===== config.mk =====
export PLATFORM = sky130hd
export DESIGN_NAME = kuznechik_arbiter
export DESIGN_NICKNAME = d
export VERILOG_FILES = /design/src/rtl/kuznechik_pkg.sv /design/src/rtl/kuz_rr_arbiter.sv /design/src/rtl/kuznechik_arbiter.sv
export SDC_FILE = /design/constraint.sdc
export NUM_CORES = 1
export LEC_CHECK = 0
export CAP_MARGIN = 20
export CELL_PAD_IN_SITES_DETAIL_PLACEMENT = 0
export CELL_PAD_IN_SITES_GLOBAL_PLACEMENT = 2
export CORE_AREA = 2 2 357 359
export CTS_CLUSTER_SIZE = 25
export DETAILED_ROUTE_END_ITERATION = 12
export DIE_AREA = 0 0 359 361
export GPL_TIMING_DRIVEN = 0
export HOLD_SLACK_MARGIN = 0.06
export PLACE_DENSITY = 0.58
export SYNTH_ARGS = -nofsm -noshare
export SYNTH_HDL_FRONTEND = slang
export SYNTH_HIERARCHICAL = 1
export SYNTH_SLANG_ARGS = --single-unit

===== constraint.sdc =====
create_clock -name clk_i -period 4.5 [get_ports clk_i]
set_clock_uncertainty 0.2 [all_clocks]
set_input_delay 0.9 -clock clk_i [delete_from_list [all_inputs] [get_ports clk_i]]
set_output_delay 0.9 -clock clk_i [all_outputs]
set_load 0.005 [all_outputs]

===== src/rtl/kuznechik_pkg.sv =====
// Shared definitions for the kuznechik core arbiter: block width, FSM states
// and the round-robin index helper.
package kuznechik_pkg;

    localparam int unsigned BLOCK_W  = 128;
    localparam int unsigned CORE_LAT = 163;
    localparam int unsigned WD_W     = 16;

    typedef enum logic [2:0] {
        IDLE,
        ISSUE,
        WAIT,
        RESP,
        ACK,
        GAP,
        RECOVER
    } arb_state_e;

    function automatic int unsigned rr_index(int unsigned base, int unsigned off, int unsigned n);
        return (base + off) % n;
    endfunction

endpackage


===== src/rtl/kuz_rr_arbiter.sv =====
// Combinational round-robin pick: first requester after last_i, with wrap.
module kuz_rr_arbiter
    import kuznechik_pkg::*;
#(
    parameter int unsigned N_REQ = 4,
    localparam int unsigned IW   = $clog2(N_REQ)
) (
    input  logic [N_REQ-1:0] req_i,
    input  logic [IW-1:0]    last_i,
    output logic [N_REQ-1:0] gnt_o,
    output logic [IW-1:0]    idx_o,
    output logic             any_o
);

    always_comb begin
        gnt_o = '0;
        idx_o = '0;
        any_o = 1'b0;
        for (int unsigned i = 1; i <= N_REQ; i++) begin
            if (!any_o && req_i[IW'(rr_index(32'(last_i), i, N_REQ))]) begin
                any_o = 1'b1;
                idx_o = IW'(rr_index(32'(last_i), i, N_REQ));
                gnt_o[IW'(rr_index(32'(last_i), i, N_REQ))] = 1'b1;
            end
        end
    end

endmodule


===== src/rtl/kuznechik_arbiter.sv =====
// Shares one kuznechik_cipher core between N_REQ requesters; each transaction is
// sequenced end to end, and a watchdog resets the core if it never answers.
module kuznechik_arbiter
    import kuznechik_pkg::*;
#(
    parameter int unsigned N_REQ   = 4,
    parameter int unsigned TIMEOUT = 255,
    parameter int unsigned RST_CYC = 2
) (
    input  logic                     clk_i,
    input  logic                     resetn_i,
    input  logic [N_REQ-1:0]         req_valid_i,
    input  logic [N_REQ*BLOCK_W-1:0] req_data_i,
    output logic [N_REQ-1:0]         req_ready_o,
    output logic [N_REQ-1:0]         resp_valid_o,
    output logic [BLOCK_W-1:0]       resp_data_o,
    output logic                     resp_err_o,
    input  logic [N_REQ-1:0]         resp_ready_i,
    output logic                     err_timeout_o,
    input  logic                     err_clr_i,
    output logic                     core_request_o,
    output logic                     core_ack_o,
    output logic [BLOCK_W-1:0]       core_data_o,
    input  logic                     core_busy_i,
    input  logic                     core_valid_i,
    input  logic [BLOCK_W-1:0]       core_data_i,
    output logic                     core_resetn_o
);

    localparam int unsigned     IW      = $clog2(N_REQ);
    localparam int unsigned     RW      = (RST_CYC > 1) ? $clog2(RST_CYC) : 1;
    localparam logic [WD_W-1:0] WD_LAST = WD_W'(TIMEOUT - 1);
    localparam logic [RW-1:0]   RC_LAST = RW'(RST_CYC - 1);

    arb_state_e         state_q, state_d;
    logic [IW-1:0]      last_q, last_d;
    logic [IW-1:0]      gidx_q, gidx_d;
    logic [BLOCK_W-1:0] blk_q, blk_d;
    logic [BLOCK_W-1:0] rdata_q, rdata_d;
    logic               rerr_q, rerr_d;
    logic               err_q, err_d;
    logic [WD_W-1:0]    wd_q, wd_d;
    logic [RW-1:0]      rc_q, rc_d;
    logic               crst_q, crst_d;

    logic [N_REQ-1:0]   arb_gnt;
    logic [IW-1:0]      arb_idx;
    logic               arb_any;
    logic               accept;

    kuz_rr_arbiter #(.N_REQ(N_REQ)) u_rr (
        .req_i  (req_valid_i),
        .last_i (last_q),
        .gnt_o  (arb_gnt),
        .idx_o  (arb_idx),
        .any_o  (arb_any)
    );

    // The busy input only gates new accepts; an in-flight transaction ignores it.
    assign accept = (state_q == IDLE) && !core_busy_i && arb_any;

    always_comb begin
        state_d = state_q;
        last_d  = last_q;
        gidx_d  = gidx_q;
        blk_d   = blk_q;
        rdata_d = rdata_q;
        rerr_d  = rerr_q;
        wd_d    = wd_q;
        rc_d    = rc_q;
        crst_d  = crst_q;
        err_d   = (err_q && !err_clr_i) || (state_q == RECOVER);
        case (state_q)
            IDLE: begin
                if (accept) begin
                    gidx_d  = arb_idx;
                    last_d  = arb_idx;
                    blk_d   = req_data_i[32'(arb_idx)*BLOCK_W +: BLOCK_W];
                    state_d = ISSUE;
                end
            end
            ISSUE: begin
                wd_d    = '0;
                state_d = WAIT;
            end
            WAIT: begin
                wd_d = wd_q + 1'b1;
                if (core_valid_i) begin
                    rdata_d = core_data_i;
                    rerr_d  = 1'b0;
                    state_d = RESP;
                end else if (wd_q == WD_LAST) begin
                    rc_d    = '0;
                    crst_d  = 1'b0;
                    state_d = RECOVER;
                end
            end
            RESP: begin
                if (resp_ready_i[gidx_q]) begin
                    state_d = rerr_q ? IDLE : ACK;
                end
            end
            ACK: state_d = GAP;
            GAP: state_d = IDLE;
            RECOVER: begin
                if (rc_q == RC_LAST) begin
                    crst_d  = 1'b1;
                    rerr_d  = 1'b1;
                    rdata_d = '0;
                    state_d = RESP;
                end else begin
                    rc_d = rc_q + 1'b1;
                end
            end
            default: state_d = IDLE;
        endcase
    end

    always_ff @(posedge clk_i or negedge resetn_i) begin
        if (!resetn_i) begin
            state_q <= IDLE;
            last_q  <= IW'(N_REQ - 1);
            gidx_q  <= '0;
            blk_q   <= '0;
            rdata_q <= '0;
            rerr_q  <= 1'b0;
            err_q   <= 1'b0;
            wd_q    <= '0;
            rc_q    <= '0;
            crst_q  <= 1'b1;
        end else begin
            state_q <= state_d;
            last_q  <= last_d;
            gidx_q  <= gidx_d;
            blk_q   <= blk_d;
            rdata_q <= rdata_d;
            rerr_q  <= rerr_d;
            err_q   <= err_d;
            wd_q    <= wd_d;
            rc_q    <= rc_d;
            crst_q  <= crst_d;
        end
    end

    always_comb begin
        resp_valid_o = '0;
        if (state_q == RESP) begin
            resp_valid_o[gidx_q] = 1'b1;
        end
    end

    assign req_ready_o    = accept ? arb_gnt : '0;
    assign resp_data_o    = rdata_q;
    assign resp_err_o     = rerr_q;
    assign err_timeout_o  = err_q;
    assign core_request_o = (state_q == ISSUE);
    assign core_ack_o     = (state_q == ACK);
    assign core_data_o    = blk_q;
    assign core_resetn_o  = crst_q;

endmodule


After elaboration in Yosys (flattened, before gate mapping)
Cells that the tools add are included.
{ "totals": {"register_bits": 283, "inputBits": 653, "out_inout_bits": 269} }
{ "classes": {"n_addsub": 6, "order_cmp": 10, "n_eq_ne": 13, "n_shift": 1, "n_mux": 53, "bitwise_logic": 3, "reduce_logical": 25} }
{ "op_table": {"columns": ["op", "count"], "rows": [
  ["variable part select 512 x 10 -> 128 bit", 1],
  ["2-to-1 mux 128 bit", 2],
  ["one-hot mux 128 bit (2 select lines)", 1],
  ["one-hot mux 16 bit (2 select lines)", 1],
  ["2-to-1 mux 4 bit", 6],
  ["2-to-1 mux 1 bit", 19],
  ["2-to-1 mux 3 bit", 6],
  ["one-hot mux 3 bit (6 select lines)", 1],
  ["adder 16 x 1 -> 16 bit, second input constant", 1],
  ["== test 16 x 8 -> 1 bit, second input constant", 1],
  ["less-than comparator 2 x 3 -> 1 bit, second input constant", 5],
  ["inequality test 2 bit, second input constant", 6],
  ["bitwise OR 4 bit", 3],
  ["logical AND 1 bit", 11],
  ["binary-select mux 1 bit (select 2 bit)", 5],
  ["demux 1 bit (select 2 bit)", 5],
  [">= comparator 2 x 1 -> 1 bit, second input constant", 5],
  ["2-to-1 mux 2 bit", 4],
  ["AND reduction 4 bit", 2],
  ["== test 3 x 2 -> 1 bit, second input constant", 2],
  ["== test 3 bit, second input constant", 2],
  ["one-hot mux 1 bit (2 select lines)", 3],
  ["AND reduction 3 bit", 2],
  ["logical NOT 1 bit", 5],
  ["9 further kinds", 12]
]} }

Logic depth before layout (Yosys ltp)
Gate-level depths: netlist of run 1.
{ "logic_depth": {"ltp_word": 16, "depth_mapped": 13} }

Hierarchy
Netlist of run 1, hierarchy kept.
{ "modules_own_cells": {"columns": ["mod", "instances", "cells_per_inst", "area_per_inst_um2"], "rows": [
  ["kuznechik_arbiter", 1, 875, 13703.1],
  ["kuz_rr_arbiter", 1, 86, 629.4]
]} }

Worst setup path after synthesis of run 1
No wires, ideal clock.
{ "synth_timing": {"kind": "reg-to-reg", "start": "reg last_q[0]", "end": "reg blk_q[0] (netlist: core_data_o[0])", "setup_ps": 125, "t_arrival_ps": 3666, "slack_ps": 509, "path_stages_with_launch": 14, "path_cell_list": "dfstp_2 buf_6 buf_2 inv_1 ha_1 clkbuf_1 a21oi_1 a211oi_1 a311o_1 a221oi_1 clkbuf_1 buf_2 mux4_2 mux2_2"} }
{ "synth_via": {"word_cells_on_any_way": 29, "cone_classes": "add/sub: 4; shift: 1; mux: 16; reduce/logical: 8"} }
{ "synth_rtl": {"columns": ["item", "line_no", "text"], "rows": [
  ["from (decl)", "kuznechik_arbiter.sv:36", "logic [IW-1:0] last_q, last_d;"],
  ["from (signal assigned)", "kuznechik_arbiter.sv:122", "last_q <= IW'(N_REQ - 1);"],
  ["from (signal assigned)", "kuznechik_arbiter.sv:133", "last_q <= last_d;"],
  ["adder 2 x 1 -> 2 bit", "kuznechik_pkg.sv:20", "return (base + off) % n;"],
  ["binary-select mux 1 bit (select 2 bit)", "kuz_rr_arbiter.sv:20", "if (!any_o && req_i[IW'(rr_index(32'(last_i), i, N_REQ))]) begin"],
  ["2-to-1 mux 1 bit (implied by the code)", "kuz_rr_arbiter.sv:20", null],
  ["2-to-1 mux 1 bit", "kuz_rr_arbiter.sv:20", null],
  ["logical NOT 1 bit", "kuz_rr_arbiter.sv:20", null],
  ["logical AND 1 bit", "kuz_rr_arbiter.sv:20", null],
  ["2-to-1 mux 1 bit", "kuz_rr_arbiter.sv:20", null],
  ["logical NOT 1 bit", "kuz_rr_arbiter.sv:20", null],
  ["logical AND 1 bit", "kuz_rr_arbiter.sv:20", null],
  ["2-to-1 mux 1 bit", "kuz_rr_arbiter.sv:20", null],
  ["logical NOT 1 bit", "kuz_rr_arbiter.sv:20", null],
  ["logical AND 1 bit", "kuz_rr_arbiter.sv:20", null],
  ["2-to-1 mux 2 bit (*)", "kuz_rr_arbiter.sv:20", null],
  ["named net arb_idx[0]", "kuznechik_arbiter.sv:47", "logic [IW-1:0] arb_idx;"],
  ["variable part select 512 x 10 -> 128 bit (*)", "kuznechik_arbiter.sv:78", "blk_d = req_data_i[32'(arb_idx)*BLOCK_W +: BLOCK_W];"],
  ["to (signal assigned)", "kuznechik_arbiter.sv:135", "blk_q <= blk_d;"],
  ["to (decl)", "kuznechik_arbiter.sv:38", "logic [BLOCK_W-1:0] blk_q, blk_d;"]
]} }
The timed path passes the listed nets; every way through them passes the cells marked *. The select of a mux whose other input is x is not followed.
A chain may end at the register's enable or synchronous reset.

Worst setup path after layout of run 1
{ "layout_timing": {"start": "reg last_q[0]", "end": "out req_ready_o[3]"} }
{ "layout_via": {"word_cells_on_any_way": 51, "cone_classes": "add/sub: 4; order compare: 8; mux: 25; bitwise: 3; reduce/logical: 11"} }
{ "layout_rtl": {"columns": ["item", "line_no", "text"], "rows": [
  ["branches (longest 12 deep; another with less-than comparator 2 x 3 -> 1 bit)", null, null],
  ["2-to-1 mux 4 bit (*)", "kuz_rr_arbiter.sv:20", null],
  ["named net arb_gnt[3]", "kuznechik_arbiter.sv:46", "logic [N_REQ-1:0] arb_gnt;"],
  ["2-to-1 mux 4 bit (*)", "kuznechik_arbiter.sv:152", "assign req_ready_o = accept ? arb_gnt : '0;"],
  ["to (decl)", "kuznechik_arbiter.sv:14", "output logic [N_REQ-1:0] req_ready_o,"]
]} }
Mark *: on every way through the listed nets, which the timed path passes. The select of a mux whose other input is x is not followed.

==> summary.txt, run 1 <==
Timing
  – Max Fclk: 232 MHz
  – Final setup TNS: 0 ns
  – Worst rel slew slack: about 36%
  – Slew @ Worst Pin: between 0.9 and 1 ns
  – PnR worst setup slack: 0.184 ns
  – Fin crit share: between 90% and 100%
  – RSZ-0062 raised after global routing: no
  – Clock period minus worst slack: 4.32 ns
  – Final hold vios: 0
  – Setup violators final: 0
  – Slew Viols, Final: 0

Placement
  – # port buffers: 919
  – Placed cells: 3533
  – GPL Wtd Cong: roughly 0.93
  – DP Wirelength: 89900 um
  – Pre-CTS setup slack: -1.29 ns

Finish
  – Synth-to-layout area growth: 90.1%
  – Fin util: 21.7%
  – Post-Layout Cell Count: 3634
  – Commonest non-fill, non-tap cell in the layout: clkdlybuf4s50_1
  – Most frequent cells in the layout: clkdlybuf4s50_1, dfrtp_1, mux4_2
  – # nets final: roughly 2.6k
  – Layout cells sized above 1: 20.7%

Synth
  – Syn. warnings: 6
  – Seq/Total Area, Yosys: 49.4%
  – Mapped Cells: 961
  – Synth cell types: between 50 and 60
  – Post-synth EDFFs: 0
  – Syn Std Cell Area: 14300 um^2
  – Syn_nets: about 1.6k
  – Ys async rst share: 100%
  – Avg Synthesized Cell Area: approximately 15 um^2
  – Top_reg_cell synth: dfrtp_1
  – Post-synthesis register bit count: 283

Detailed routing
  – Residual DRC count: 0
  – 1st-pass router iterations: 5
  – Iteration-0 DRC Markers: approximately 740
  – WL/cell: 29.5 um
  – Number of routed nets with antenna violations: 0
  – Final WL: 107000 um
  – Vias per inst: approximately 3.9
  – Routed via count: 14.0k

Setup path
  – Worst EP required: 3.40 ns
  – CP Capture Type: primary output
  – Crit Path Class: flop to primary output
  – Worst flop-to-flop path endpoint: core_data_o[35]$_DFFE_PN0P_
  – Worst path arrival time: about 3.2 ns
  – Worst-case reg-to-reg path depth: 13
  – Crit-path max FO: 10
  – Critical Path Source Type: flop
  – R2r setup slk: roughly 0.30 ns
  – Worst r2r src: last_q[0]$_DFFE_PN1P_

Floorplanning
  – Die Footprint: 130000 um^2
  – I/O Pins: ~920
  – Initial core utilization: between 10% and 20%
  – Number of cell rows: 130
  – Core area: 125000 um^2
  – Die height: 361 um
  – Die W: 359 um

CTS
  – Total clock sinks: 283
  – Total number of H-tree levels: 2
  – CTS buffer count: 42
  – Clock buffer depth: 3
  – CTS tree: done
  – Reg clk slew, reported paths: 0.06 ns
  – Clock latency at the later pin of the worst-skew pair: roughly 0.59 ns
  – CTS root buf: clkbuf_16

Global route
  – Pin count of the biggest net entering global routing: 105
  – Initial antenna violation count: 77
  – Vias in the first global route: 14.9k
  – Grt ovf: 0
  – First-pass GRT wire length: 141000 um
  – GR Util All Layers: about 16%

Outcome
  – Status: finished clean

Power
  – Leak: between 0.01 and 0.015 uW
  – PwrDens: 663 nW/um^2
  – VDD IR max: about 0.26 mV

Job
  – # Max-Cap Violations: 0

Hold path
  – Worst min path class: input pin to async pin
synthesized netlist by cell type (all sizes together), types with 4 or more instances:
library cell / number / share of area (%)
mux2i: 5 / 0.35
clkbuf: 27 / 0.71
nand2: 24 / 0.63
a21oi: 8 / 0.28
o31ai: 6 / 0.31
a22o: 130 / 7.9
dfrtp: 280 / 49
o21ai: 18 / 0.63
nand3: 8 / 0.28
a2111o: 4 / 0.31
nor3: 5 / 0.17
mux2: 130 / 10
buf: 58 / 2.2
inv: 19 / 0.50
or3: 4 / 0.17
ha: 10 / 0.87
nor2: 14 / 0.38
mux4: 131 / 21
a31oi: 6 / 0.26
nand4: 15 / 0.65
and2: 7 / 0.31
cells by family (layout without fill, tap and decap cells):
| group | Yosys count | count (layout) | share of synthesized area [%] |
|---|---|---|---|
| AOI/OAI and AO/OA | 195 | 195 | 11.0 |
| xor gates and xnor gates | 2 | 2 | 0.122 |
| adders and majority gates | 10 | 10 | 0.873 |
| buffers and inverters | 104 | 1107 | 3.37 |
| DFF | 283 | 283 | 49.4 |
| muxes | 266 | 266 | 31.1 |
| other | 0 | 20 | 0 |
| and+or+nand+nor | 101 | 101 | 4.02 |
cell type report:
cell class / count / area (um^2)
well taps: 1650 / 2060
multi-input cells: 574 / 6810
fillers: 13343 / 98200
flip-flops and latches: 283 / 7090
repair buffers: 929 / 9330
inverters: 19 / 71.3
clock inverters: 12 / 166
diodes: 20 / 50.0
clock buffers: 62 / 1210
plain buffers: 85 / 468
power by group:
| group | total (uW) | leakage, uW | internal [uW] | switching (uW) |
|---|---|---|---|---|
| clock | 3360 | 0.000663 | 1980 | 1380 |
| sequential | 4680 | 0.00352 | 3810 | 879 |
| combinational | 10000 | 0.00629 | 5580 | 4440 |
metal layers:
metal / wire (um) / part of all wire, % / track usage, % / vias to the layer above
met5: 261 / 0.24 / 0 / -
met2: 50700 / 47 / 25.8 / 754
li1: - / - / - / 5809
met1: 42200 / 39 / 19.0 / 7279
met4: 2790 / 2.6 / 5.17 / 36
met3: 11300 / 11 / 6.85 / 162
flip-flops by register name (all words and copies together) (netlist names):
register,flops
core_data_o,128
wd_q,16
rc_q,1
gidx_q,2
last_q,2
err_timeout_o,1
resp_err_o,1
state_q,3
core_resetn_o,1
resp_data_o,128
how the worst max path moves through the flow:
| stage | startpoint | slack [ns] | to |
|---|---|---|---|
| 2_1_floorplan | last_q[0]$_DFFE_PN1P_ | 0.51 | core_data_o[0]$_DFFE_PN0P_ |
| 3_3_place_gp | resetn_i | -11.41 | core_data_o[76]$_DFFE_PN0P_ |
| 3_5_place_dp | last_q[0]$_DFFE_PN1P_ | -1.29 | core_data_o[35]$_DFFE_PN0P_ |
| 4_1_cts | last_q[0]$_DFFE_PN1P_ | 0.01 | req_ready_o[3] |
| 5_1_grt | last_q[0]$_DFFE_PN1P_ | 0.003 | req_ready_o[1] |
| 6_report | last_q[0]$_DFFE_PN1P_ | 0.18 | req_ready_o[3] |
metrics by stage:
stage	total power (uW)	hold WS [ns]	cell area [um^2]
2_1_floorplan	9000	0.249	14300
3_3_place_gp	14600	0.274	25600
3_5_place_dp	14700	0.280	25700
4_1_cts	18400	0.107	27200
5_1_grt	19100	0.132	27200
6_report	18100	0.112	27300
repair_timing:
item / 4_1_cts / 5_1_grt
pin swaps: 1 / 1
hold buffers: 0 / 0
setup endpoints to repair: 128 / 55
buffers inserted: 4 / 3
gates resized for setup: 26 / 6
cloned: 0 / 0
critical path: stages (launching register included):
cell           delay, ns
dfstp_2             0.55
buf_6               0.12
buf_8               0.13
inv_2               0.07
ha_4                0.27
clkbuf_8            0.15
mux4_2              0.31
buf_4               0.17
a2111o_1            0.42
and2_1              0.15
dlygate4sd2_1       0.28
No activity file was read; power rests on OpenSTA's default activity.
==> run 2: changes to the inputs <==
==> constraint.sdc (replaced) <==
create_clock -name clk_i -period 4.06 [get_ports clk_i]
set_clock_uncertainty 0.2 [all_clocks]
set_input_delay 0.812 -clock clk_i [delete_from_list [all_inputs] [get_ports clk_i]]
set_output_delay 0.812 -clock clk_i [all_outputs]
set_load 0.005 [all_outputs]
==> run 2 against run 1 <==
Against the previous run:
- worst hold slack improved by 0.18 ns
- setup slack got worse by 0.077 ns
- sequential share of layout area fell by 0.27 points
==> summary.txt, run 2 (synthesis results as in run 1) <==
Detailed routing
  – Residual DRC count: 0
  – Number of routed nets with antenna violations: 0
  – Iteration-0 DRC Markers: 717
  – Final WL: 108000 um
  – WL/cell: 29.5 um
  – Vias per inst: 3.87
  – 1st-pass router iterations: 5
  – Routed via count: 14.1k

Power
  – VDD IR max: 0.291 mV
  – Part of the power in registers: between 20% and 30%
  – Clock power frac: a little under a fifth
  – Sw Pwr: ~7600 uW
  – Leak: 0.0106 uW
  – Sw Share: a little under two fifths
  – PwrDens: 745 nW/um^2
  – Power Internal: about 13000 uW
  – Combinational power share: a little under three fifths
  – Total Power: 20500 uW

Setup path
  – Crit-path max FO: 6
  – Crit Path Class: flop to primary output
  – Worst EP required: 3.05 ns
  – R2r setup slk: 0.14 ns
  – CP Capture Type: primary output
  – Worst path arrival time: 2.94 ns
  – Critical Path Source Type: flop

Timing
  – PnR worst setup slack: 0.106 ns
  – Clock period minus worst slack: 3.95 ns
  – Setup violators final: 0
  – Max Fclk: 253 MHz
  – RSZ-0062 raised after global routing: yes
  – Final hold vios: 0
  – Final hold slack: 0.290 ns
  – Worst rel slew slack: between 40 and 50%
  – Slew @ Worst Pin: 0.837 ns
  – Fin crit share: 97.4%
  – Slew Viols, Final: 0
  – Final setup TNS: 0 ns

Finish
  – Layout cells sized above 1: between 20% and 30%
  – Most frequent cells in the layout: clkdlybuf4s50_1, dfrtp_1, mux4_2
  – Commonest non-fill, non-tap cell in the layout: clkdlybuf4s50_1
  – Synth-to-layout area growth: 92.2%
  – # nets final: between 2k and 3k
  – Design area: approximately 28000 um^2

CTS
  – CTS tree: done
  – CTS buffer count: 42
  – Clock latency at the later pin of the worst-skew pair: 0.59 ns
  – Reg clk slew, reported paths: 0.06 ns
  – Total number of H-tree levels: 2
  – CTS root buf: clkbuf_16
  – Total clock sinks: 283
  – Clock buffer depth: 3

Placement
  – GPL Wtd Cong: 0.931
  – DP Area: 25700 um^2
  – # port buffers: 919
  – Pre-CTS setup slack: -1.73 ns
  – DP Wirelength: 89900 um

Floorplanning
  – Number of cell rows: 130
  – Core area: 125000 um^2
  – I/O Pins: 922
  – Die height: 361 um
  – Die W: 359 um
  – Initial core utilization: around 11%
  – Die Footprint: about 130000 um^2

Global route
  – Pin count of the biggest net entering global routing: 105
  – First-pass GRT wire length: 141000 um
  – Vias in the first global route: roughly 15k
  – Grt ovf: 0
  – Initial antenna violation count: 77
  – GR Util All Layers: 16.1%

Hold path
  – Worst min path class: flop to flop

Job
  – # Max-Cap Violations: 0

Outcome
  – Status: finished clean
[run 2: worst paths after layout]
kind / cells after the start / startpoint / end
setup / recovery: 8 / last_q[0]$_DFFE_PN1P_ / req_ready_o[1]
hold / removal: 1 / wd_q[15]$_DFFE_PN0P_ / wd_q[15]$_DFFE_PN0P_
setup reg to reg: 13 / last_q[1]$_DFFE_PN1P_ / core_data_o[10]$_DFFE_PN0P_
hold reg to reg: 1 / wd_q[15]$_DFFE_PN0P_ / wd_q[15]$_DFFE_PN0P_
max in group asynchronous: 3 / resetn_i / core_data_o[76]$_DFFE_PN0P_
min in group asynchronous: 2 / resetn_i / resp_data_o[25]$_DFFE_PN0P_
[run 2: cell type report]
cell class,count,area [um^2]
buffer,82,536
tap,1650,2060
inverter,19,81.3
fill,13331,97900
sequential,283,7090
multi-input combinational,574,6840
antenna,20,50.0
clock buffer,62,1210
timing repair buffer,950,9510
clock inverter,12,166
[run 2: per-stage QoR]
| step | utilization (%) | cells |
|---|---|---|
| 2_1_floorplan | - | 961 |
| 3_3_place_gp | 20.4 | 3530 |
| 3_5_place_dp | 20.5 | 3533 |
| 4_1_cts | 21.8 | 3625 |
| 5_1_grt | 21.9 | 3643 |
| 6_report | 22.0 | 3652 |
[run 2: worst max-delay path: stages, from the launching register on]
cell     delay, ns
dfstp_2       0.60
buf_6         0.14
mux4_2        0.61
buf_6         0.17
nand4_1       0.09
o31ai_1       0.09
or3_1         0.38
and2_1        0.15
buf_2         0.13
[run 2: per-layer routing]
layer	wire, um	GRT usage, %	vias up
met5	197	0	-
met1	43000	19.3	7327
met3	10800	6.52	156
met2	51000	26.2	761
li1	-	-	5855
met4	2800	4.78	30
[run 2: timing repair]
action	4_1_cts	5_1_grt
buffers inserted	16	9
gates resized for setup	59	23
setup endpoints to repair	136	91
pin swaps	7	10
cloned	2	0
hold buffers	1	0
hold endpoints to repair	84	0
[run 2: power by group through the flow]
stage          registers (uW)  clock network (uW)  logic, uW
4_1_cts                  5200                3890      11600
5_1_grt                  5370                4000      12300
3_3_place_gp             5230                   0      11000
2_1_floorplan            5070                   0       4900
3_5_place_dp             5210                   0      11100
6_report                 5200                3740      11600
==> run 3: changes to the inputs <==
--- a/config.mk
+++ b/config.mk
@@ -15,6 +15,7 @@
 export GPL_TIMING_DRIVEN = 0
 export HOLD_SLACK_MARGIN = 0.06
 export PLACE_DENSITY = 0.58
+export SKIP_LAST_GASP = 1
 export SYNTH_ARGS = -nofsm -noshare
 export SYNTH_HDL_FRONTEND = slang
 export SYNTH_HIERARCHICAL = 1
==> run 3 against run 2 <==
Against the previous run:
- sequential power is essentially flat
- critical path depth is the same
- register-to-register slack lost 0.02 ns
- combinational power is essentially flat
- non-clock buffer count is the same
- critical path type unchanged
==> summary.txt, run 3 (synthesis results as in run 1) <==
Finish
  – Layout cells sized above 1: 22.1%
  – Most frequent cells in the layout: clkdlybuf4s50_1, dfrtp_1, mux4_2
  – Filler instances: 13.3k
  – # nets final: between 2k and 3k
  – Synth-to-layout area growth: 92.1%
  – Commonest non-fill, non-tap cell in the layout: clkdlybuf4s50_1

Timing
  – Final hold vios: 0
  – Final hold slack: 0.290 ns
  – Slew Viols, Final: 0
  – RSZ-0062 raised after global routing: yes
  – Setup violators final: 0
  – Clock period minus worst slack: 3.95 ns
  – Slew @ Worst Pin: 0.795 ns
  – Max Fclk: 253 MHz
  – Fin crit share: 97.4%
  – Worst rel slew slack: a little under half

Detailed routing
  – Residual DRC count: 0
  – Vias per inst: between 3 and 4
  – Final WL: 108000 um
  – Number of routed nets with antenna violations: 0
  – WL/cell: 29.5 um
  – Iteration-0 DRC Markers: 710
  – Routed via count: between 10k and 15k
  – 1st-pass router iterations: 5

CTS
  – CTS buffer count: between 40 and 50
  – Total clock sinks: 283
  – Reg clk slew, reported paths: 0.05 ns
  – Total number of H-tree levels: 2
  – CTS root buf: clkbuf_16
  – CTS tree: done
  – Clock buffer depth: 3
  – Clock latency at the later pin of the worst-skew pair: 0.59 ns

Outcome
  – Status: finished clean

Setup path
  – Critical-path cell list: buf_6 -> mux4_2 -> buf_6 -> nand4_1 -> o31ai_1 -> or3_1 -> and2_1 -> buf_2
  – Critical Path Source Type: flop
  – Worst r2r src: last_q[1]$_DFFE_PN1P_
  – Crit Path Class: flop to primary output
  – Crit-path max FO: 6
  – Max incr delay on CP: 0.61 ns
  – Worst path arrival time: 2.94 ns
  – Crit-path slowest cell: mux4_2
  – Most frequent CP cell: buf_6
  – Worst EP required: 3.05 ns
  – CP Capture Type: primary output
  – Worst Setup SP: last_q[0]$_DFFE_PN1P_

Power
  – Total Power: 20500 uW
  – PwrDens: ~750 nW/um^2
  – Leak: 0.0106 uW
  – VDD IR max: 0.292 mV

Floorplanning
  – Die W: 359 um
  – I/O Pins: 922
  – Initial core utilization: a little under an eighth
  – Die Footprint: 130000 um^2
  – Core area: 125000 um^2
  – Number of cell rows: 130
  – Die height: about 360 um

Placement
  – GPL Wtd Cong: between 0.9 and 1
  – DP Wirelength: around 90000 um
  – # port buffers: between 900 and 1k

Hold path
  – Worst min path class: flop to flop
  – Hold path start: wd_q[15]$_DFFE_PN0P_

Global route
  – First-pass GRT wire length: 141000 um
  – GR Util All Layers: 16.1%
  – GR Util met3: 6.52%
  – GRT Max-Usage Layer: met2
  – Pin count of the biggest net entering global routing: 105
  – Grt ovf: 0
  – Vias in the first global route: about 15k
  – Initial antenna violation count: 77
  – Met1 Usage GRT: 19.3%
  – Met2 track demand over resource: 26.2%

Job
  – # Max-Cap Violations: 0
[run 3: layout make-up]
cell class	instances	area (um^2)	area share, %
multi-input combinational	574	6830	24.8
clock inverter	12	166	0.604
clock buffer	62	1210	4.38
tap	1650	2060	7.50
buffer	82	536	1.94
sequential	283	7090	25.7
inverter	19	78.8	0.286
timing repair buffer	950	9510	34.5
antenna	20	50.0	0.182
[run 3: through the flow]
stage	TNS (ns)	std cells	utilization, %	worst slack [ns]	area [um^2]
2_1_floorplan	0	961	-	0.0691	14300
3_3_place_gp	-3503.00	3530	20.4	-11.76	25600
3_5_place_dp	-152.76	3533	20.5	-1.73	25700
4_1_cts	-0.0444	3625	21.8	-0.0444	27300
5_1_grt	-0.0896	3643	21.9	-0.0535	27500
6_report	0	3652	22.0	0.107	27500
[run 3: layer usage]
layer	share of wire (%)	up-vias
li1	-	5856
met1	40	7336
met2	47	752
met3	10	155
met4	2.8	32
met5	0.20	-
[run 3: critical path: cells and delay by family, from the launching register on]
family / cells / cell delay, ns
AOI/OAI and AO/OA: 1 / 0.09
buffers and inverters: 3 / 0.44
DFF: 1 / 0.60
muxes: 1 / 0.61
and+or+nand+nor: 3 / 0.62
[run 3: path summary, 6_finish.rpt]
check | depth (start not counted) | slack [ns] | endpoint
min reg2reg | 1 | 0.29 | wd_q[15]$_DFFE_PN0P_
min in group asynchronous | 2 | 0.64 | resp_data_o[25]$_DFFE_PN0P_
min | 1 | 0.29 | wd_q[15]$_DFFE_PN0P_
max in group asynchronous | 3 | 1.85 | core_data_o[76]$_DFFE_PN0P_
max | 8 | 0.11 | req_ready_o[1]
max reg2reg | 13 | 0.12 | core_data_o[10]$_DFFE_PN0P_
[run 3: power by group]
group	leakage, uW	internal (uW)	switching, uW	total [uW]
logic	0.00641	6530	5060	11600
registers	0.00352	4220	981	5200
clock network	0.000663	2190	1540	3730
total	0.0106	12900	7580	20500
[run 3: timing repair]
| action | in CTS | in global routing |
|---|---|---|
| gates cloned | 2 | 0 |
| pin swaps | 6 | 10 |
| setup buffers | 16 | 9 |
| endpoints found under the setup margin | 136 | 91 |
| hold endpoints to repair | 84 | 0 |
| gates resized for setup | 58 | 21 |
| hold buffers | 1 | 0 |
